### src/rtl/br_fifo_ctrl_1r1w_push_credit_multiflow.sv
// ---------------------------------------------------------------------------
// br_fifo_ctrl_1r1w_push_credit_multiflow
//
// Controller for NumFlows independent logical FIFOs that share one external
// 1R1W RAM. Flow f owns RAM addresses f*Depth .. f*Depth+Depth-1. There is one
// credit/valid push port tagged with a flow id and one ready/valid pop port.
// The pop port picks among non-empty flows in round-robin order. Each flow
// keeps its own receiver credit counter, and that counter releases
// push_credit pulses to the sender.
//
// Optional build macro: BR_FIFO_MULTIFLOW_OVERFLOW_FLAG_EN
//   When it is defined, a push to a full flow is dropped and a sticky
//   overflow_err bit is raised for that flow.
//
// Ports
//   clk, rst                    clock, synchronous active-high reset
//   push_credit_stall           blocks every credit release
//   push_credit[NumFlows]       per-flow credit return pulse
//   push_valid/flow/data        push strobe, target flow, payload
//   pop_ready/valid/flow/data   pop handshake, granted flow, payload
//   full/empty[NumFlows]        registered per-flow status flags
//   items/slots                 registered per-flow occupancy / free space
//   credit_initial_push         per-flow credits loaded while rst is high
//   credit_withhold_push        per-flow credits held back from release
//   credit_count_push           per-flow credits held by the receiver
//   ram_wr_*                    RAM write port (write latency 1 cycle)
//   ram_rd_*                    RAM read port (read latency 0 cycles)
//   overflow_err[NumFlows]      sticky overflow flags (macro builds only)
// ---------------------------------------------------------------------------
module br_fifo_ctrl_1r1w_push_credit_multiflow #(
    parameter int NumFlows           = 2,
    parameter int Depth              = 2,
    parameter int BitWidth           = 1,
    parameter int MaxCredit          = Depth,
    parameter int RegisterPushCredit = 0,
    localparam int FlowIdWidth = ($clog2(NumFlows) > 1) ? $clog2(NumFlows) : 1,
    localparam int AddrWidth   = $clog2(NumFlows * Depth),
    localparam int CountWidth  = $clog2(Depth + 1),
    localparam int CreditWidth = $clog2(MaxCredit + 1),
    localparam int PtrWidth    = ($clog2(Depth) > 1) ? $clog2(Depth) : 1
) (
    input  logic                            clk,
    input  logic                            rst,
    input  logic                            push_credit_stall,
    output logic [NumFlows-1:0]             push_credit,
    input  logic                            push_valid,
    input  logic [FlowIdWidth-1:0]          push_flow,
    input  logic [BitWidth-1:0]             push_data,
    input  logic                            pop_ready,
    output logic                            pop_valid,
    output logic [FlowIdWidth-1:0]          pop_flow,
    output logic [BitWidth-1:0]             pop_data,
    output logic [NumFlows-1:0]             full,
    output logic [NumFlows-1:0]             empty,
    output logic [NumFlows*CountWidth-1:0]  items,
    output logic [NumFlows*CountWidth-1:0]  slots,
    input  logic [NumFlows*CreditWidth-1:0] credit_initial_push,
    input  logic [NumFlows*CreditWidth-1:0] credit_withhold_push,
    output logic [NumFlows*CreditWidth-1:0] credit_count_push,
`ifdef BR_FIFO_MULTIFLOW_OVERFLOW_FLAG_EN
    output logic [NumFlows-1:0]             overflow_err,
`endif
    output logic                            ram_wr_valid,
    output logic [AddrWidth-1:0]            ram_wr_addr,
    output logic [BitWidth-1:0]             ram_wr_data,
    output logic                            ram_rd_addr_valid,
    output logic [AddrWidth-1:0]            ram_rd_addr,
    input  logic                            ram_rd_data_valid,
    input  logic [BitWidth-1:0]             ram_rd_data
);

    logic [PtrWidth-1:0]    w_wr_ptr [NumFlows];
    logic [PtrWidth-1:0]    w_rd_ptr [NumFlows];
    logic [NumFlows-1:0]    w_cand;
    logic [FlowIdWidth-1:0] w_rr_grant;
    logic [FlowIdWidth-1:0] w_grant;
    logic                   w_found;
    logic                   w_pop;
    logic                   w_push_ok;

    logic [FlowIdWidth-1:0] r_last;
    logic                   r_locked;
    logic [FlowIdWidth-1:0] r_lock_flow;

    // Search starts at the flow just after the last grant. Because r_last
    // resets to NumFlows-1, flow 0 is the first one considered.
    always_comb begin
        w_rr_grant = '0;
        w_found    = 1'b0;
        for (int i = 1; i <= NumFlows; i++) begin
            if (!w_found && w_cand[(int'(r_last) + i) % NumFlows]) begin
                w_rr_grant = FlowIdWidth'((int'(r_last) + i) % NumFlows);
                w_found    = 1'b1;
            end
        end
    end

    // A stalled grant stays locked, so pop_flow and pop_data hold until the
    // consumer accepts them, even if a higher-priority flow fills meanwhile.
    assign w_grant   = r_locked ? r_lock_flow : w_rr_grant;
    assign pop_valid = |w_cand;
    assign pop_flow  = w_grant;
    assign pop_data  = ram_rd_data;
    assign w_pop     = pop_valid & pop_ready;

    assign ram_rd_addr_valid = pop_valid;
    assign ram_rd_addr = AddrWidth'(int'(w_grant) * Depth + int'(w_rd_ptr[w_grant]));

`ifdef BR_FIFO_MULTIFLOW_OVERFLOW_FLAG_EN
    assign w_push_ok = push_valid & ~full[push_flow];
`else
    assign w_push_ok = push_valid;
`endif
    assign ram_wr_valid = w_push_ok;
    assign ram_wr_addr  = AddrWidth'(int'(push_flow) * Depth + int'(w_wr_ptr[push_flow]));
    assign ram_wr_data  = push_data;

    always_ff @(posedge clk) begin
        if (rst) begin
            r_last      <= FlowIdWidth'(NumFlows - 1);
            r_locked    <= 1'b0;
            r_lock_flow <= '0;
        end else begin
            r_locked    <= pop_valid & ~pop_ready;
            r_lock_flow <= w_grant;
            if (w_pop) r_last <= w_grant;
        end
    end

    always_ff @(posedge clk) begin
        if (!rst) begin
            assert (ram_rd_data_valid == ram_rd_addr_valid);
            assert (!push_valid || (int'(push_flow) < NumFlows));
        end
    end

    genvar gi;
    generate
        for (gi = 0; gi < NumFlows; gi++) begin : gen_flow
            logic                   w_push_f;
            logic                   w_pop_f;
            logic                   w_cred;
            logic [CountWidth-1:0]  w_items_next;
            logic [CreditWidth-1:0] w_withhold;
            logic [PtrWidth-1:0]    r_wr_ptr;
            logic [PtrWidth-1:0]    r_rd_ptr;
            logic [CountWidth-1:0]  r_items;
            logic [CountWidth-1:0]  r_slots;
            logic                   r_full;
            logic                   r_empty;
            logic [CreditWidth-1:0] r_cnt;

            assign w_push_f   = w_push_ok & (push_flow == FlowIdWidth'(gi));
            assign w_pop_f    = w_pop & (w_grant == FlowIdWidth'(gi));
            assign w_withhold = credit_withhold_push[gi*CreditWidth +: CreditWidth];
            assign w_cred     = ~rst & ~push_credit_stall & (r_cnt > w_withhold);

            always_comb begin
                w_items_next = r_items;
                if (w_push_f && !w_pop_f) w_items_next = r_items + CountWidth'(1);
                if (!w_push_f && w_pop_f) w_items_next = r_items - CountWidth'(1);
            end

            always_ff @(posedge clk) begin
                if (rst) begin
                    r_wr_ptr <= '0;
                    r_rd_ptr <= '0;
                    r_items  <= '0;
                    r_slots  <= CountWidth'(Depth);
                    r_full   <= 1'b0;
                    r_empty  <= 1'b1;
                    r_cnt    <= credit_initial_push[gi*CreditWidth +: CreditWidth];
                end else begin
                    // Explicit wrap at Depth-1 supports non-power-of-2 depths.
                    if (w_push_f)
                        r_wr_ptr <= (r_wr_ptr == PtrWidth'(Depth - 1)) ? '0 : r_wr_ptr + PtrWidth'(1);
                    if (w_pop_f)
                        r_rd_ptr <= (r_rd_ptr == PtrWidth'(Depth - 1)) ? '0 : r_rd_ptr + PtrWidth'(1);
                    r_items <= w_items_next;
                    r_slots <= CountWidth'(Depth) - w_items_next;
                    r_full  <= (w_items_next == CountWidth'(Depth));
                    r_empty <= (w_items_next == '0);
                    // A popped entry returns a credit, and a release spends one.
                    r_cnt   <= r_cnt + CreditWidth'(w_pop_f) - CreditWidth'(w_cred);
                end
            end

            if (RegisterPushCredit != 0) begin : gen_reg_credit
                logic r_credit_q;
                always_ff @(posedge clk) begin
                    if (rst) r_credit_q <= 1'b0;
                    else     r_credit_q <= w_cred;
                end
                assign push_credit[gi] = r_credit_q;
            end else begin : gen_comb_credit
                assign push_credit[gi] = w_cred;
            end

`ifdef BR_FIFO_MULTIFLOW_OVERFLOW_FLAG_EN
            logic r_ovf;
            always_ff @(posedge clk) begin
                if (rst) r_ovf <= 1'b0;
                else if (push_valid && (push_flow == FlowIdWidth'(gi)) && r_full) r_ovf <= 1'b1;
            end
            assign overflow_err[gi] = r_ovf;
`endif

            always_ff @(posedge clk) begin
                if (rst) begin
                    assert (credit_initial_push[gi*CreditWidth +: CreditWidth] <= CreditWidth'(Depth));
                end else begin
                    assert (r_cnt <= CreditWidth'(MaxCredit));
`ifndef BR_FIFO_MULTIFLOW_OVERFLOW_FLAG_EN
                    assert (!(push_valid && (push_flow == FlowIdWidth'(gi)) && r_full));
`endif
                end
            end

            assign w_wr_ptr[gi] = r_wr_ptr;
            assign w_rd_ptr[gi] = r_rd_ptr;
            assign w_cand[gi]   = (r_items != '0);
            assign full[gi]     = r_full;
            assign empty[gi]    = r_empty;
            assign items[gi*CountWidth +: CountWidth] = r_items;
            assign slots[gi*CountWidth +: CountWidth] = r_slots;
            assign credit_count_push[gi*CreditWidth +: CreditWidth] = r_cnt;
        end
    endgenerate

endmodule

### config.mk
export PLATFORM = sky130hd
export DESIGN_NAME = br_fifo_ctrl_1r1w_push_credit_multiflow
export DESIGN_NICKNAME = d
export VERILOG_FILES = /design/src/rtl/br_fifo_ctrl_1r1w_push_credit_multiflow.sv
export SDC_FILE = /design/constraint.sdc
export NUM_CORES = 1
export LEC_CHECK = 0
export ABC_AREA = 1
export BUFFER_PORTS_ARGS = -buffer_cell sky130_fd_sc_hd__buf_2
export CORE_ASPECT_RATIO = 0.5
export CORE_UTILIZATION = 45
export DETAILED_ROUTE_END_ITERATION = 8
export PLACE_DENSITY_LB_ADDON = 0.3
export SETUP_SLACK_MARGIN = 0.3
export SLEW_MARGIN = 10
export SYNTH_ARGS = -nofsm -noshare
export SYNTH_HDL_FRONTEND = slang
export SYNTH_SLANG_ARGS = --single-unit
### constraint.sdc
create_clock -name clk -period 2.8 [get_ports clk]
set_input_delay 0.28 -clock clk [delete_from_list [all_inputs] [get_ports clk]]
set_output_delay 0.28 -clock clk [all_outputs]
set_load 0.05 [all_outputs]
; Word level (Yosys, flattened, before mapping)
; Cells that the tools add are included.
[word_totals]
ff_bits = 23
elab_cells = 102
[classes]
addsub = 18
order_cmp = 6
n_eq_ne = 2
mux = 26
n_bitwise = 18
reduce_logical = 15
[ops]
columns = operator, n
row1 = 1-bit two-way mux, 20
row2 = 2-bit two-way mux, 6
row3 = 1-bit AND, 9
row4 = 2-bit by 1-bit adder with 2-bit output, 4
row5 = 1-bit adder (second input constant), 6
row6 = 2-bit by 3-bit < comparator with 1-bit output (second input constant), 2
row7 = 1-bit logical AND, 5
row8 = 1-bit logical NOT, 5
row9 = 1-bit inverter, 5
row10 = 2-bit by 1-bit adder with 2-bit output (second input constant), 2
row11 = 2-bit == test (second input constant), 2
row12 = 2-bit greater-or-equal comparator (second input constant), 2
row13 = 2-bit greater-than comparator, 2
row14 = 2-bit logical NOT, 2
row15 = 1-bit inverter with 2-bit output, 2
row16 = 2-bit nonzero test, 2
row17 = 2-bit by 1-bit subtractor with 2-bit output, 2
row18 = 2-bit by 1-bit subtractor with 2-bit output (second input constant), 2
row19 = 2-bit subtractor (first input constant), 2
row20 = 1-bit AND (first input constant), 2
row21 = 2-bit OR reduction, 1

; Longest topological paths before layout
[logic_depth]
ltp_word = 17
depth_mapped = 14
mapped_depth_nobuf = 14

; Worst setup path after synthesis
; Ideal clock, no wire load.
[synth_path]
kind = flip-flop to output port
startpoint = register gen_flow[0].r_items[0]
endpoint = output ram_rd_addr[0]
arrival_time_ps = 2541
t_required_ps = 2520
slack_ps = -21
stages_incl_launch_ff = 8
cell_sequence = dfxtp_1 -> inv_1 -> ha_1 -> inv_1 -> nand2_1 -> nand2_2 -> nand2_4 -> o21ai_0
[synth_between]
elab_chain_cells = 14
word_cells_on_any_way = 18
cone_classes = add/sub: 1 / mux: 13 / bitwise: 1 / reduce/logical: 3
[synth_lines]
columns = item, line
row1 = "start, declared", 147  ; logic [CountWidth-1:0] r_items;
row2 = "start signal, assigned", 179  ; r_items <= w_items_next;
row3 = 2-bit nonzero test *, 221  ; assign w_cand[gi] = (r_items != '0);
row4 = 1-bit two-way mux (implied by the code) (3 in series), 91  ; if (!w_found && w_cand[(int'(r_last) + i) % NumFlows]) begin
row5 = 1-bit two-way mux, 91
row6 = 1-bit logical NOT, 91
row7 = 1-bit logical AND, 91
row8 = 1-bit two-way mux *, 91
row9 = 1-bit two-way mux *, 100  ; assign w_grant = r_locked ? r_lock_flow : w_rr_grant;
row10 = net pop_flow, 51  ; output logic [FlowIdWidth-1:0] pop_flow,
row11 = 1-bit inverter with 2-bit output (implied by the code) *, 107  ; assign ram_rd_addr = AddrWidth'(int'(w_grant) * Depth + int'(w_rd_ptr[w_grant]));
row12 = 1-bit two-way mux (implied by the code) * (3 in series), 107
row13 = 2-bit by 1-bit adder with 2-bit output *, 107
row14 = "end, declared", 67  ; output logic [AddrWidth-1:0] ram_rd_addr,
; The timed path passes the listed nets; every way through them passes the cells marked *. The select of a mux whose other input is x is not followed.

; Worst setup path in the final report
[layout_path]
startpoint = register gen_flow[1].r_items[0]
endpoint = output ram_rd_addr[0]
[layout_between]
elab_chain_cells = 14
word_cells_on_any_way = 18
cone_classes = add/sub: 1 / mux: 13 / bitwise: 1 / reduce/logical: 3
[layout_lines]
columns = item, line
row1 = "start, declared", 147
row2 = "start signal, assigned", 179
row3 = 2-bit nonzero test *, 221
row4 = 1-bit two-way mux (implied by the code) (3 in series), 91
row5 = 1-bit two-way mux, 91
row6 = 1-bit logical NOT, 91
row7 = 1-bit logical AND, 91
row8 = 1-bit two-way mux *, 91
row9 = 1-bit two-way mux *, 100
row10 = 1-bit inverter with 2-bit output (implied by the code) *, 107
row11 = 1-bit two-way mux (implied by the code) * (3 in series), 107
row12 = 2-bit by 1-bit adder with 2-bit output *, 107
; Mark *: on every way between the ends. The rest lies on a longest branch, timed or not. The select of a mux whose other input is x is not followed.

==> flow_summary.ini <==
[synth]
synth_adder_area_share_pct = 10.2
ys_ff_latch = 21
synth_xor_area_share_pct = 4.26
synth_compound_area_share_pct = 7.61
yosys-top-cells-count = 35 x inv_1, 27 x nand2_1, 21 x dfxtp_1
synth.most_common_cell = inv_1
synth_cell_type_count = 21
syn_area_per_cell_sq_um = 7.65
synth-simple-area-share_pct = 24.1
synth_seq_area_share_pct = 34.1
yosys.area.top_type = dfxtp_1
synth_top_area_share_pct = 34.1
ys_warn_count = 0
async_reset_ff_share_pct = 0
synth_edf_count = 0
muxShareOfSynthArea_pct = 0
syn_inst = 161
synth_top_family_by_area = simple AND/OR/NAND/NOR gates
syn-num-nets = 188
syn_area_sq_mm = 0.00123
synth_ff_type = dfxtp_1
synth.area.top_cells = dfxtp_1 34%, inv_1 11%, ha_1 10%

[worst_setup_path]
crit_type = reg -> out
cp-end-kind = output port
critPathArrivalTime_ns = 1.74
crit_fanout = 7
cp.required_ns = 2.52
reg2reg_slack_ns = 0.98
critPathLaunchType = flip-flop

[routing]
wl_per_cell_um = 8.94
drt-vias-per-instance = 4.28
dr.pass1.iters = 4
num_vias = 958
routed_wl_um = 2000
first_iter_violations = 14
ant_nets = 0
route.detailed.drc = 0

[global_routing]
grt_pass1_vias = 842
antenna_found_initial = 0
globalRouteOverflowTotal = 0
grt_max_degree = 13
track_usage_pct = 15.2
grt_pass1_wl_um = 3390

[floorplan]
start_util_pct = 51.3
die_y_um = 39.0
row_count = 12
dieArea_sq_mm = 0.00296
die_width_um = 76.0
core_sq_mm = 0.00240
io_pins = 45

[finish]
antenna_cells = 0
fin_nets = 217
area_growth_pct = 14.3
drive_above_1_share_pct = 31.2

[sta]
rsz0062_at_grt = no
max_freq_ghz = 0.494
fin_ws_ns = 0.776
hold_viol_final = 0
fin_skew_ns = 0.00729
finalSetupViolCount = 0
tightest_slew_ns = 0.328
fin_crit_ns = 2.02
finalCritPeriodShare_pct = 72.3
maxSlewHeadroom_pct = 78.0
drv_slew = 0
tns_ns = 0

[power_and_ir_drop]
cellLeakagePower_nw = 0.842
vdd_drop_max_v = 0.000570
power.density_mw_per_mm2 = 1040

[placement]
io_buffers = 39
routabilityCongestion = 0.701
hpwl_um = 1560
dp_slack_ns = 0.874

[cts]
clk_pin_slew_ns = 0.08
cts_tree = built
clockBufferDepth = 2
numCtsBuffers = 3
postCtsHoldBufs = 0
clock_sinks = 21
clock-root-buffer = clkbuf_8
cts-htree-levels = 1
cts_resized = 0
clock_latency_ns = 0.26
post_cts_buffers = 0

[run_status]
status = complete, no violations

[flow_run]
maxCapViolCount = 0

[hold_path]
hp-class = in -> reg
[worst max-delay path, cell delays in order (launching register included)]
cell	delay [ns]
dfxtp_1	0.38
inv_1	0.07
ha_1	0.26
nor2_1	0.15
nand2_2	0.11
nand2_4	0.12
nand2_1	0.06
o21ai_1	0.06
buf_2	0.27
[power by group]
part	internal (W)	total (W)	switching [W]	leakage, nW
clock network	0.0000991	0.000200	0.000101	0.0255
logic	0.000217	0.000849	0.000633	0.642
registers	0.000380	0.000414	0.0000346	0.175
[placed cells by master, fill, tap and decap left out]
cell type	Yosys	layout
a211oi_1	2	2
a21oi_1	5	5
a21oi_4	1	1
buf_2	0	39
clkbuf_8	0	3
clkinv_1	1	1
clkinv_2	0	1
dfxtp_1	21	21
ha_1	10	10
inv_1	35	35
nand2_1	27	27
nand2_2	8	8
nand2_4	3	3
nand3_1	8	8
nand3_2	3	3
nand4_1	2	2
nor2_1	6	6
o211ai_1	1	1
o21ai_0	6	5
o21ai_1	0	1
or2_2	1	1
xnor2_1	2	2
xor2_1	4	4
[stage by stage]
step                instance area [sq um]  utilization (%)  cells  hold WS, ns  power [W]
global placement                     1360             56.7    220        0.457    0.00126
finish                               1410             58.6    224        0.206    0.00146
CTS                                  1410             58.6    224        0.197    0.00149
global route                         1410             58.6    224        0.221    0.00157
detailed placement                   1360             56.7    220        0.464    0.00127
floorplan                            1230                -    161        0.386    0.00118
[final timing paths]
path	from	to	depth (start not counted)
hold reg to reg	gen_flow[0].r_wr_ptr	gen_flow[0].r_wr_ptr	2
setup reg to reg	gen_flow[0].r_cnt[0]	gen_flow[0].r_cnt[1]	8
setup / recovery	gen_flow[1].r_items[0]	ram_rd_addr[0]	8
hold / removal	credit_initial_push[2]	gen_flow[1].r_cnt[0]	3
[routing by layer]
layer	up-vias	share of wire, %	global-route usage (%)
li1	534	-	-
met1	399	53	18.0
met2	23	41	27.0
met3	2	4.9	6.12
met4	0	0.60	2.88
met5	-	0	0
[flip-flops by register name, summed over array words and instances (netlist names)]
| signal | flops |
|---|---|
| gen_flow.r_empty | 2 |
| gen_flow.r_cnt | 4 |
| r_last | 1 |
| gen_flow.r_rd_ptr | 2 |
| gen_flow.r_slots | 2 |
| gen_flow.r_wr_ptr | 2 |
| gen_flow.r_items | 4 |
| r_lock_flow | 1 |
| r_locked | 1 |
| gen_flow.r_full | 2 |
[cell type report]
class	instances	area [sq um]
Sequential cell	21	420
Timing Repair Buffer	39	195
Inverter	36	135
Tap cell	35	43.8
Fill cell	235	993
Clock buffer	3	41.3
Clock inverter	1	5.00
Multi-Input combinational cell	89	568
[logic make-up after synthesis]
| family | count (synthesis) |
|---|---|
| AOI/OAI and AO/OA | 15 |
| adders and majority gates | 10 |
| and+or+nand+nor | 58 |
| buffers and inverters | 51 |
| DFF | 21 |
| xor gates and xnor gates | 6 |
Note: power is estimated with default switching activity, not from simulation.
